[config.mk]
export PLATFORM = sky130hd
export DESIGN_NAME = instr_sequencer
export DESIGN_NICKNAME = d
export VERILOG_FILES = /design/src/rtl/seq_pkg.sv /design/src/rtl/instr_sequencer.sv
export SDC_FILE = /design/constraint.sdc
export NUM_CORES = 1
export LEC_CHECK = 0
export ABC_AREA = 0
export CAP_MARGIN = 20
export CORE_MARGIN = 2
export CORE_UTILIZATION = 44
export CTS_CLUSTER_DIAMETER = 50
export DETAILED_ROUTE_END_ITERATION = 8
export PLACE_DENSITY = 0.86
export SYNTH_ARGS = -nofsm -noshare
export SYNTH_HDL_FRONTEND = slang
export SYNTH_SLANG_ARGS = --single-unit
[constraint.sdc]
create_clock -name clk -period 3.22 [get_ports clk]
set_clock_uncertainty 0.2 [all_clocks]
set_input_delay 0.483 -clock clk [delete_from_list [all_inputs] [get_ports clk]]
set_output_delay 0.483 -clock clk [all_outputs]
set_load 0.01 [all_outputs]
[src/rtl/seq_pkg.sv]
// seq_pkg: state encoding and reference opcodes shared by instr_sequencer and its bench.
package seq_pkg;
    localparam logic [2:0] S_FETCH  = 3'd0;
    localparam logic [2:0] S_DECODE = 3'd1;
    localparam logic [2:0] S_EXEC   = 3'd2;
    localparam logic [2:0] S_MEM    = 3'd3;
    localparam logic [2:0] S_WB     = 3'd4;
    localparam logic [2:0] S_HALT   = 3'd5;
    localparam logic [15:0] OP_NOP  = 16'h7200;
    localparam logic [15:0] OP_HALT = 16'h73FF;
endpackage

[src/rtl/instr_sequencer.sv]
// instr_sequencer: multi-cycle FETCH/DECODE/EXEC/MEM/WB sequencer with registered outputs.
// Optional SEQ_RETIRE_CNT_EN adds the retired_cnt output.
module instr_sequencer
    import seq_pkg::*;
#(
    parameter int A_BITS = 10,
    parameter int I_BITS = 16
) (
    input  logic              clk,
    input  logic              rst,
    output logic              imem_req,
    output logic [A_BITS-1:0] imem_addr,
    input  logic [I_BITS-1:0] imem_rdata,
    input  logic              imem_ack,
    output logic [I_BITS-1:0] ir,
    input  logic              dec_mem_read,
    input  logic              dec_mem_write,
    input  logic              dec_reg_write,
    input  logic              dec_alu_en,
    input  logic              dec_halt,
    input  logic              jmp_taken,
    input  logic [A_BITS-1:0] jmp_target,
    output logic              dmem_req,
    output logic              dmem_we,
    input  logic              dmem_ack,
    output logic              alu_go,
    output logic              reg_we,
    output logic [A_BITS-1:0] pc,
    output logic              halted
`ifdef SEQ_RETIRE_CNT_EN
    ,
    output logic [31:0]       retired_cnt
`endif
);
    logic [2:0] state, next;
    logic fetch_done, mem_done;
    logic imem_req_d, dmem_req_d, dmem_we_d, alu_go_d, reg_we_d, halted_d;

    // Acks only count while the matching request is actually up.
    assign fetch_done = imem_req && imem_ack;
    assign mem_done   = dmem_req && dmem_ack;
    assign imem_addr  = pc;

    always_ff @(posedge clk or posedge rst) begin
        if (rst) begin
            state    <= S_FETCH;
            imem_req <= 1'b0;
            dmem_req <= 1'b0;
            dmem_we  <= 1'b0;
            alu_go   <= 1'b0;
            reg_we   <= 1'b0;
            halted   <= 1'b0;
        end else begin
            state    <= next;
            imem_req <= imem_req_d;
            dmem_req <= dmem_req_d;
            dmem_we  <= dmem_we_d;
            alu_go   <= alu_go_d;
            reg_we   <= reg_we_d;
            halted   <= halted_d;
        end
    end

    always_comb begin
        next = state;
        case (state)
            S_FETCH:  next = fetch_done ? S_DECODE : S_FETCH;
            S_DECODE: next = dec_halt ? S_HALT : S_EXEC;
            S_EXEC:   next = (dec_mem_read || dec_mem_write) ? S_MEM : dec_reg_write ? S_WB : S_FETCH;
            S_MEM:    next = !mem_done ? S_MEM : dec_reg_write ? S_WB : S_FETCH;
            S_WB:     next = S_FETCH;
            S_HALT:   next = S_HALT;
            default:  next = S_FETCH;
        endcase
    end

    // Outputs are registered from the next state so they line up with the state they belong to.
    always_comb begin
        imem_req_d = next == S_FETCH;
        dmem_req_d = next == S_MEM;
        dmem_we_d  = (next == S_MEM) && dec_mem_write;
        alu_go_d   = (next == S_EXEC) && dec_alu_en;
        reg_we_d   = next == S_WB;
        halted_d   = next == S_HALT;
    end

    always_ff @(posedge clk or posedge rst) begin
        if (rst) begin
            pc <= '0;
            ir <= '0;
        end else begin
            pc <= (state == S_EXEC) ? (jmp_taken ? jmp_target : pc + A_BITS'(1)) : pc;
            ir <= (state == S_FETCH && fetch_done) ? imem_rdata : ir;
        end
    end

`ifdef SEQ_RETIRE_CNT_EN
    always_ff @(posedge clk or posedge rst) begin
        if (rst)
            retired_cnt <= '0;
        else if (next == S_FETCH && (state == S_EXEC || state == S_MEM || state == S_WB))
            retired_cnt <= retired_cnt + 32'd1;
    end
`endif
endmodule

Word level (Yosys, flattened, before mapping)
Cells that the tools add are included.
{"block": "classes", "add_sub_neg": 1, "n_eq_ne": 8, "muxes": 7, "n_reduce_logical": 8}
{"cell": "3-bit one-hot mux with 5 select lines", "n": 1}
{"cell": "3-bit by 2-bit == test with 1-bit output, second input constant", "n": 4}
{"cell": "3-bit two-way mux", "n": 4}
{"cell": "10-bit by 1-bit adder with 10-bit output, second input constant", "n": 1}
{"cell": "10-bit two-way mux", "n": 1}
{"cell": "3-bit == test, second input constant", "n": 3}
{"cell": "3-bit logical NOT", "n": 2}
{"cell": "1-bit logical AND", "n": 5}
{"cell": "3-bit by 1-bit == test with 1-bit output, second input constant", "n": 1}
{"cell": "1-bit logical OR", "n": 1}
{"cell": "1-bit two-way mux", "n": 1}
{"block": "word_totals", "regBits": 35, "in_bits": 36, "out_inout_bits": 42}

Depth between registers and ports, before layout
{"block": "logic_depth", "ltp_word": 5, "ltp_mapped": 5, "depth_no_buf": 5}

Worst setup path after synthesis
OpenSTA, ideal clock, no wires.
{"block": "synth_path", "kind": "register to register", "from": "register state[0]", "to": "register ir[0]", "setup_ns": 0.125, "t_arrival_ns": 1.455, "required_time_ns": 2.895, "setup_slack_ns": 1.440, "path_stages_with_launch": 4, "path_cell_list": "dfrtp_1 -> nor4_4 -> buf_6 -> mux2_2"}
{"block": "synth_between", "elab_chain_len": 2}
{"item": "from (decl)", "line_no": "instr_sequencer.sv:35", "rtl": "logic [2:0] state, next;"}
{"item": "from (signal assigned)", "line_no": "instr_sequencer.sv:54", "rtl": "state <= next;"}
{"item": "3-bit logical NOT", "line_no": "instr_sequencer.sv:93", "rtl": "ir <= (state == S_FETCH && fetch_done) ? imem_rdata : ir;"}
{"item": "1-bit logical AND", "line_no": "instr_sequencer.sv:93"}
{"item": "to (signal assigned)", "line_no": "instr_sequencer.sv:93"}
{"item": "to (decl)", "line_no": "instr_sequencer.sv:15", "rtl": "output logic [I_BITS-1:0] ir,"}
No other way between the ends.
A chain may end at the register's enable or synchronous reset.

Worst setup path after layout
{"block": "layout_path", "from": "register pc[2], in the netlist imem_addr[2]", "to": "output port imem_addr[2]"}
{"item": "from (decl)", "line_no": "instr_sequencer.sv:28", "rtl": "output logic [A_BITS-1:0] pc,"}
{"item": "from (signal assigned)", "line_no": "instr_sequencer.sv:92", "rtl": "pc <= (state == S_EXEC) ? (jmp_taken ? jmp_target : pc + A_BITS'(1)) : pc;"}
{"item": "to (decl)", "line_no": "instr_sequencer.sv:12", "rtl": "output logic [A_BITS-1:0] imem_addr,"}
No word-level cell between the ends.

==> impl_metrics.py <==
metrics = {
    "synth": {
        "syn_area_um2": 1660,
        "yosysWarningCount": 0,
        "synth.avg_cell_area_um2": 11.4,
        "synth_edf_count": 0,
        "synth_common_cells": "dfrtp_1, mux2_2, a21oi_1, o21ai_0, buf_4",
        "synth_top_area_share_pct": 52.7,
        "synth_most_common_cell": "dfrtp_1",
        "ys_seq_area_share_pct": 52.7,
        "ys_top_cells_by_area": "dfrtp_1, mux2_2, buf_4",
        "synth-seq-cells": 35,
        "async_flop_share_pct": 100,
        "synth_top_area_cell": "dfrtp_1",
        "ys_types": 35,
        "synth_cells": 146,
        "synth_fp_nets": 183,
        "synth_top_flop_cell": "dfrtp_1",
    },
    "sta": {
        "setup_violations": 0,
        "hold_viol_final": 0,
        "rsz0062_at_grt": "no",
        "hold_ws_ns": 0.303,
        "final.period_utilization_pct": 64.8,
        "setup_tns_ns": 0,
        "fmax_mhz": 479,
        "tightest_slew_ns": 0.661,
        "maxSlewViolCount": 0,
        "min_period_ns": 2.09,
        "relSlewSlack_pct": 55.8,
    },
    "clock_network": {
        "cts_setup_buffers": 0,
        "htree_levels": 2,
        "cts.sinks": 35,
        "cts_resized": 0,
        "cts_tree": "yes",
        "clk_latency_ns": 0.29,
        "cts_inserted_buffers": 5,
        "clock_tree.root_cell": "clkbuf_8",
        "clk_pin_slew_ns": 0.07,
        "clock_path_buffers": 2,
        "holdBufCountCts": 0,
    },
    "worst_setup_path": {
        "start_kind": "flip-flop",
        "cp_max_fo": 10,
        "crit_arrival_ns": 1.40,
        "cpPeakStageDelay_ns": 0.60,
        "r2r_start": "imem_addr[0]",
        "end_kind": "output port",
        "critPathRequiredTime_ns": 2.54,
        "reg2reg_slack_ns": 1.40,
        "cp_top_family": "buffers and inverters",
        "critPathSlowestCell": "clkdlybuf4s50_1",
        "reg2reg_to": "imem_addr[8]",
        "crit_type": "flip-flop to output port",
        "crit_chain": "clkdlybuf4s50_1",
        "reg2reg_depth": 5,
        "crit_buf_inv": 1,
    },
    "finish": {
        "fin_nets": 254,
        "antennaDiodeCount": 0,
        "syn2layout_area_growth_pct": 49.4,
        "drive_gt1_share_pct": 13.4,
        "final_util_pct": 68.4,
        "fillers": 298,
        "layout.cells.non_filler": 265,
        "final_area_um2": 2480,
    },
    "global_route": {
        "grt_pass1_wl_um": 6330,
        "grt_max_degree": 36,
        "grt_use_total_pct": 19.2,
        "antenna_found_initial": 0,
        "grt_overflow": 0,
        "grt_pass1_vias": 1418,
    },
    "power": {
        "ir_drop_mv": 0.583,
        "p_sw_share_pct": 34.3,
        "p_int_uw": 1470,
        "clkPwrFrac_pct": 14.2,
        "seqPwrFrac_pct": 38.1,
        "power.leakage_uw": 0.00105,
        "power_frac_comb_pct": 47.8,
        "p_sw_uw": 770,
        "power.density_nw_per_um2": 902,
    },
    "die": {
        "design.core.area_um2": 3630,
        "rows": 22,
        "die_area_um2": 4290,
        "io_pins": 78,
        "die_width_um": 65.5,
        "initial_core_util_pct": 45.8,
        "fp.dieH_um": 65.5,
    },
    "min_path": {
        "hold_path_end": "ir[0]",
        "hold_class": "flip-flop to flip-flop",
        "whs_path_depth": 1,
        "hp-start": "ir[0]",
    },
    "drt": {
        "drt_iter0_drc": 138,
        "wl_um": 3750,
        "wl_per_cell_um": 14.2,
        "firstDrtPassIters": 4,
        "vias": 1413,
        "drcViolationCount": 0,
        "vias_per_cell": 5.33,
        "ant_nets": 0,
    },
    "placed_design": {
        "gp_congestion": 0.874,
        "placed_area_um2": 2400,
        "dp_cells": 258,
        "hpwl_um": 2740,
        "io_buffers": 77,
    },
    "outcome": {
        "status": "complete, no violations",
    },
    "job": {
        "cap_violations": 0,
    },
}
cells in the final DEF, fill, tap and decap left out, types with 2 or more instances in the layout:
cell and instances:
nand2_1 5, buf_4 2, clkbuf_8 6, nand4_1 2, and4_1 3, nor3_1 5, mux2i_1 4, o21ai_0 11
nor2b_1 2, mux2_2 16, a21oi_1 12, nor2_1 4, and2b_2 2, dfrtp_1 35, a31oi_1 3, clkdlybuf4s50_1 77
a21o_1 2, nand3_1 6, inv_1 4
logic make-up after synthesis:
kind of cell	after synthesis	synth area share, %
simple gates	38	14.2
mux	20	13.2
fa+ha+maj	1	0.752
compound gates	33	11.5
buf+inv	19	7.60
flops	35	52.7
state kept, by name, indices dropped and copies added (netlist names):
name       flops
ir            16
imem_addr     10
state          3
alu_go         1
dmem_req       1
dmem_we        1
halted         1
imem_req       1
reg_we         1
final cells by class:
cell class / instances / area [um^2] / share of cell area [%]
Inverter: 4 / 15.0 / 0.604
Timing Repair Buffer: 79 / 786 / 31.6
Tap cell: 48 / 60.1 / 2.42
Clock buffer: 6 / 82.6 / 3.32
Multi-Input combinational cell: 92 / 661 / 26.6
Sequential cell: 35 / 876 / 35.2
Clock inverter: 1 / 5.00 / 0.201
per-layer routing:
metal,share of wire (%),vias up,track usage (%),wire [um]
met3,11,3,9.08,416
met2,48,63,32.1,1820
met5,0,-,0,0
li1,-,658,-,-
met4,0.72,0,4.69,27
met1,40,689,22.4,1490
power by group through the flow:
stage | logic (uW) | registers, uW | clock network (uW)
after floorplan | 491 | 909 | 0
after global placement | 1070 | 847 | 0
after detailed placement | 1080 | 859 | 0
after CTS | 1080 | 854 | 331
after global routing | 1160 | 890 | 350
final | 1070 | 853 | 318
per-stage QoR:
step	worst slack [ns]	power, uW
after floorplan	1.44	1400
after global placement	0.941	1910
after detailed placement	0.884	1940
after CTS	1.13	2270
after global routing	1.07	2400
final	1.13	2240
worst max-delay path by stage:
stage / slack (ns) / cells after the start / endpoint / start
global route: 1.07 / 5 / imem_addr[8] / jmp_taken
global placement: 0.94 / 5 / imem_addr[5] / jmp_taken
floorplan: 1.44 / 3 / ir[0] / state[0]
finish: 1.13 / 1 / imem_addr[2] / imem_addr[2]
detailed placement: 0.88 / 5 / imem_addr[5] / jmp_taken
CTS: 1.13 / 1 / imem_addr[2] / imem_addr[2]
(Power assumes the default switching activity.)
